## src/rtl/arm_encode.sv

```systemverilog
// arm_encode: builds ARM data-processing and B/BL instruction words.
// Immediate operands are searched for an 8-bit value with an even rotate.
// Optional macro ARM_ENCODE_FAST_IMM_EN: test all 16 rotations in a single
// SEARCH cycle instead of one rotation per cycle.
module arm_encode (
    input  logic        clk,
    input  logic        reset,
    input  logic        in_valid,
    output logic        in_ready,
    input  logic [3:0]  cond,
    input  logic        is_branch,
    input  logic        link,
    input  logic [23:0] branch_offset,
    input  logic [3:0]  opcode,
    input  logic        s_bit,
    input  logic [3:0]  rd,
    input  logic [3:0]  rn,
    input  logic [3:0]  rm,
    input  logic [3:0]  rs,
    input  logic [1:0]  op2_kind,
    input  logic [31:0] imm32,
    input  logic [1:0]  shift_type,
    input  logic [4:0]  shift_imm,
    output logic        out_valid,
    input  logic        out_ready,
    output logic [31:0] inst,
    output logic        err
);

    typedef enum logic [1:0] {IDLE, SEARCH, OUT} state_t;

    typedef struct packed {
        logic [3:0]  cond;
        logic        is_branch;
        logic        link;
        logic [23:0] branch_offset;
        logic [3:0]  opcode;
        logic        s_bit;
        logic [3:0]  rd;
        logic [3:0]  rn;
        logic [3:0]  rm;
        logic [3:0]  rs;
        logic [1:0]  op2_kind;
        logic [31:0] imm32;
        logic [1:0]  shift_type;
        logic [4:0]  shift_imm;
    } req_t;

    state_t      state, state_nx;
    req_t        req;
    logic [3:0]  rot, rot_nx;
    logic        err_q, err_nx;
    logic [31:0] rot_val;
    logic        rot_hit;
    logic        accept;
    logic [31:0] word;

    // Rotate left by twice the 4-bit rotation field.
    function automatic logic [31:0] rol2(input logic [31:0] x, input logic [3:0] r);
        logic [63:0] t;
        t = {x, x} << {r, 1'b0};
        return t[63:32];
    endfunction

    assign accept    = in_valid && (state == IDLE);
    assign in_ready  = (state == IDLE);
    assign out_valid = (state == OUT);
    assign err       = (state == OUT) && err_q;

    // Candidate immediate for the current rotation; also yields imm8 in OUT.
    always_comb begin
        rot_val = rol2(req.imm32, rot);
        rot_hit = (rot_val[31:8] == 24'd0);
    end

`ifdef ARM_ENCODE_FAST_IMM_EN
    logic        fast_hit;
    logic [3:0]  fast_rot;
    logic [31:0] fast_t;

    // Priority search over all rotations; scanning downward leaves the lowest match.
    always_comb begin
        fast_hit = 1'b0;
        fast_rot = 4'd0;
        fast_t   = 32'd0;
        for (int i = 15; i >= 0; i--) begin
            fast_t = rol2(req.imm32, 4'(i));
            if (fast_t[31:8] == 24'd0) begin
                fast_hit = 1'b1;
                fast_rot = 4'(i);
            end
        end
    end
`endif

    // State, rotation and error registers; request captured on accept.
    always_ff @(posedge clk) begin
        if (reset) begin
            state <= IDLE;
            rot   <= 4'd0;
            err_q <= 1'b0;
            req   <= '0;
        end else begin
            state <= state_nx;
            rot   <= rot_nx;
            err_q <= err_nx;
            if (accept) begin
                req <= '{cond, is_branch, link, branch_offset, opcode, s_bit,
                         rd, rn, rm, rs, op2_kind, imm32, shift_type, shift_imm};
            end
        end
    end

    // Next-state logic: immediates go through SEARCH, everything else straight to OUT.
    always_comb begin
        state_nx = state;
        rot_nx   = rot;
        err_nx   = err_q;
        unique case (state)
            IDLE: begin
                if (in_valid) begin
                    rot_nx = 4'd0;
                    err_nx = 1'b0;
                    state_nx = (!is_branch && op2_kind == 2'd0) ? SEARCH : OUT;
                end
            end
            SEARCH: begin
`ifdef ARM_ENCODE_FAST_IMM_EN
                state_nx = OUT;
                rot_nx   = fast_rot;
                err_nx   = !fast_hit;
`else
                if (rot_hit) begin
                    state_nx = OUT;
                end else if (rot == 4'd15) begin
                    state_nx = OUT;
                    err_nx   = 1'b1;
                end else begin
                    rot_nx = rot + 4'd1;
                end
`endif
            end
            OUT: begin
                if (out_ready) state_nx = IDLE;
            end
            default: state_nx = IDLE;
        endcase
    end

    // Instruction assembly from the held request; zero unless presenting a good word.
    always_comb begin
        logic       cmp_op, mov_op;
        logic [11:0] op2;
        cmp_op = (req.opcode[3:2] == 2'b10);
        mov_op = (req.opcode[3:2] == 2'b11) && req.opcode[0];
        unique case (req.op2_kind)
            2'd0: op2 = {rot, rot_val[7:0]};
            2'd1: op2 = {8'h00, req.rm};
            2'd2: op2 = {req.shift_imm, req.shift_type, 1'b0, req.rm};
            default: op2 = {req.rs, 1'b0, req.shift_type, 1'b1, req.rm};
        endcase
        if (req.is_branch)
            word = {req.cond, 3'b101, req.link, req.branch_offset};
        else
            word = {req.cond, 2'b00, (req.op2_kind == 2'd0), req.opcode,
                    req.s_bit | cmp_op, mov_op ? 4'd0 : req.rn,
                    cmp_op ? 4'd0 : req.rd, op2};
        inst = (state == OUT && !err_q) ? word : 32'd0;
    end

endmodule

```

## config.mk

```make
export PLATFORM = sky130hd
export DESIGN_NAME = arm_encode
export DESIGN_NICKNAME = d
export VERILOG_FILES = /design/src/rtl/arm_encode.sv
export SDC_FILE = /design/constraint.sdc
export NUM_CORES = 1
export LEC_CHECK = 0
export ABC_AREA = 1
export CELL_PAD_IN_SITES_DETAIL_PLACEMENT = 1
export CELL_PAD_IN_SITES_GLOBAL_PLACEMENT = 2
export CORE_UTILIZATION = 24
export CTS_CLUSTER_SIZE = 8
export DETAILED_ROUTE_END_ITERATION = 12
export PLACE_DENSITY = 0.84
export SETUP_SLACK_MARGIN = 0.1
export SYNTH_ARGS = -nofsm -noshare
export SYNTH_HDL_FRONTEND = slang
export SYNTH_SLANG_ARGS = --single-unit
```

## constraint.sdc

```tcl
create_clock -name clk -period 1.8 [get_ports clk]
set_input_delay 0.18 -clock clk [delete_from_list [all_inputs] [get_ports clk]]
set_output_delay 0.18 -clock clk [all_outputs]
set_load 0.01 [all_outputs]
```

==> flow_summary_export.csv <==
group,metric,value,unit
status,status,"finished with violations",
status,violations,"setup timing",
worst_setup_path,crit_chain,"buf_12 > buf_16 > nand2_2 > nand3_2 > nand3_1 > nand2_1 > nand3_1 > o211ai_1 > o211ai_1 > inv_1 > clkdlybuf4s15_2",
timing,rsz0062_at_grt,"yes",
clock_network,cts.clk_slew.worst_paths,0.08,ns
power_and_ir_drop,leakage,0.00393,µW
timing,hold_viol,0,
finish,design_area,9020,µm²
worst_setup_path,r2r_start,"rot[0]$_SDFFE_PP0P_",
worst_setup_path,cpMaxStageDelayCell,"dfxtp_4",
timing,timing.setup.tns,-6.22,ns
floorplan,dieArea,24100,µm²
floorplan,start_util,24.6,%
worst_setup_path,reg2reg_depth,18,
worst_setup_path,rr_endpoint,"rot[2]$_SDFFE_PP0P_",
finish,regArea,2000,µm²
power_and_ir_drop,peakVddDrop,0.000358,V
clock_network,clock_sinks,99,
logic_synthesis,synth_fp_nets,1010,
placed_design,dpl_cell_area,7920,µm²
routing,drt-total-wl,24.3,mm
logic_synthesis,synth_cells,909,
clock_network,worstSkewPairLatency,0.36,ns
worst_setup_path,cp.arrival,1.98,ns
routing,drt_pass1_iterations,4,
finish,final_cell_mix,"189 x nor2_1, 125 x nand2_1, 100 x o21ai_0, 95 x clkdlybuf4s50_1, 93 x dfxtp_1",
routing,drcViolationCount,0,
finish,drive_gt1_share,28.7,%
timing,setup_viol,36,
timing,skew,0.00661,ns
logic_synthesis,synth_top_area_cell,"dfxtp_1",
placed_design,hpwl,17.2,mm
routing,vias,6855,
worst_setup_path,start_kind,"flop",
finish,multi_input_area,3750,µm²
global_routing,track_usage,19.7,%
worst_setup_path,worstPathMaxFanout,8,
timing,period_share,120,%
clock_network,cts_tree,"done",
finish,diodes,0,
worst_setup_path,crit_type,"flop to output pin",
logic_synthesis,synth_area_per_cell,6.19,µm²
finish,final_nets,1209,
clock_network,cts_buffer_depth,2,
floorplan,ios,131,
worst_setup_path,rrSetupSlack,-0.36,ns
timing,min_period,2.16,ns
global_routing,grt_first_pass_wirelength,37.2,mm
clock_network,clock-root-buffer,"clkbuf_16",
placed_design,numPortBuffers,129,
worst_setup_path,required,1.62,ns
floorplan,fp.coreArea,22800,µm²
worst_setup_path,endpoint,"inst[4]",
logic_synthesis,ys_top_cells_by_area,"dfxtp_1 35%, nor2_1 14%, nand3_1 12%, nand2_1 11%, o21ai_0 9.6%",
floorplan,die_w,155,µm
finish,final_common_cell,"nor2_1",
run,maxCapViolations,0,
logic_synthesis,synth_top_area_share,35.2,%
routing,wl_per_cell,17.0,µm
clock_network,numCtsBuffers,9,
floorplan,fp-row-count,55,
timing,fmaxAchievable,462,MHz
logic_synthesis,ys_seq_elements,99,
finish,area_growth,60.3,%
global_routing,grt_antenna_before_repair,0,
placed_design,routabilityCongestion,0.890,
clock_network,ctsHoldBuffers,0,
power_and_ir_drop,powerDensity,792,nW/µm²
clock_network,htree_levels,3,
global_routing,grt_pass1_vias,7074,
timing,maxSlewViolCount,0,
logic_synthesis,synth_area,5630,µm²
routing,drtIter0Drc,295,
worst_setup_path,critPathLaunch,"rot[0]$_SDFFE_PP0P_",
worst_setup_path,critical_path.endpoint_type,"output pin",
routing,viasPerCell,4.81,
global_routing,grt_max_degree,58,
finish,n_fill_cell,2884,
worst_setup_path,critPathMaxStageDelay,0.40,ns
routing,final_antenna_net_count,0,
timing,setup_ws,-0.362,ns
logic_synthesis,ys_seq_area_share,35.2,%
logic_synthesis,yosysUniqueCellTypes,35,
floorplan,die_y,155,µm
min_path,hp-class,"input pin to flop",
global_routing,overflow,0,
logic_synthesis,synth-warning-count,0,
==> through the flow <==
stage               setup slack (ns)  instances  power [µW]  hold slack [ns]  utilization (%)
floorplan                     0.0833        909        3720            0.249                -
global placement              -0.420       1386        4800            0.433             34.6
detailed placement            -0.454       1386        4830            0.440             34.6
CTS                           -0.416       1421        7030            0.390             38.0
global route                  -0.490       1426        7550            0.412             39.5
finish                        -0.362       1426        7140            0.397             39.5
==> critical path, delay by kind of cell (launching register included) <==
kind                   cells  cell delay, ns
buffers and inverters      4            0.53
AND/OR/NAND/NOR            5            0.44
flip-flops                 1            0.40
AO/OA/AOI/OAI              2            0.24
==> per-layer routing <==
layer  wire length (µm)  GRT usage (%)
met1              11200           26.6
met3               1200           2.23
met2              11400           32.3
met4                481           7.07
met5                  0              0
==> layout make-up <==
cell class	instances	area share, %
repair buffers	249	26.7
inverters	41	2.01
well taps	313	4.34
flip-flops and latches	99	22.1
clock inverters	6	0.694
clock buffers	10	2.54
multi-input cells	708	41.6
==> logic make-up after synthesis <==
kind of cell	count (synthesis)	synth area share [%]
buffers and inverters	102	7.92
adder cells (fa/ha/maj)	5	1.11
AND/OR/NAND/NOR	518	38.5
XOR/XNOR	1	0.156
AO/OA/AOI/OAI	183	17.0
other	1	0.0667
flip-flops	99	35.2
==> state kept, by name (all words and copies together) (netlist names) <==
signal	cells
rot	4
req	92
err_q	1
state	2
==> report_power, final <==
| part | internal (µW) | switching [µW] |
|---|---|---|
| combinational | 1170 | 1390 |
| sequential | 2430 | 206 |
| clock | 972 | 975 |
==> synth_stat cells, drive strengths merged <==
library cell,number
nor2,207
nand2,168
nand3,136
o21ai,114
dfxtp,99
a21oi,53
clkbuf,40
inv,40
buf,21
o211ai,10
ha,5
and2,2
nand4,2
a22o,1
a31oi,1
a32o,1
a32oi,1
clkinv,1
conb,1
nand3b,1
nor3b,1
o22ai,1
o31ai,1
or2,1
xor2,1
==> how the worst min path moves through the flow <==
stage / from / endpoint / slack [ns] / cells past startpoint
after floorplan: reset / rot[2]$_SDFFE_PP0P_ / 0.25 / 1
after global placement: req[50]$_SDFFE_PP0P_ / req[50]$_SDFFE_PP0P_ / 0.43 / 2
after detailed placement: req[50]$_SDFFE_PP0P_ / req[50]$_SDFFE_PP0P_ / 0.44 / 2
after CTS: branch_offset[13] / req[75]$_SDFFE_PP0P_ / 0.39 / 3
after global routing: branch_offset[17] / req[79]$_SDFFE_PP0P_ / 0.41 / 3
final: shift_imm[2] / req[2]$_SDFFE_PP0P_ / 0.40 / 3
==> timing repair <==
item,CTS,global route
resized for setup,252,75
pin swaps,14,15
setup buffers,20,7
cloned,2,3
setup endpoints to repair,41,65
Power figures use the tool's default switching activity.
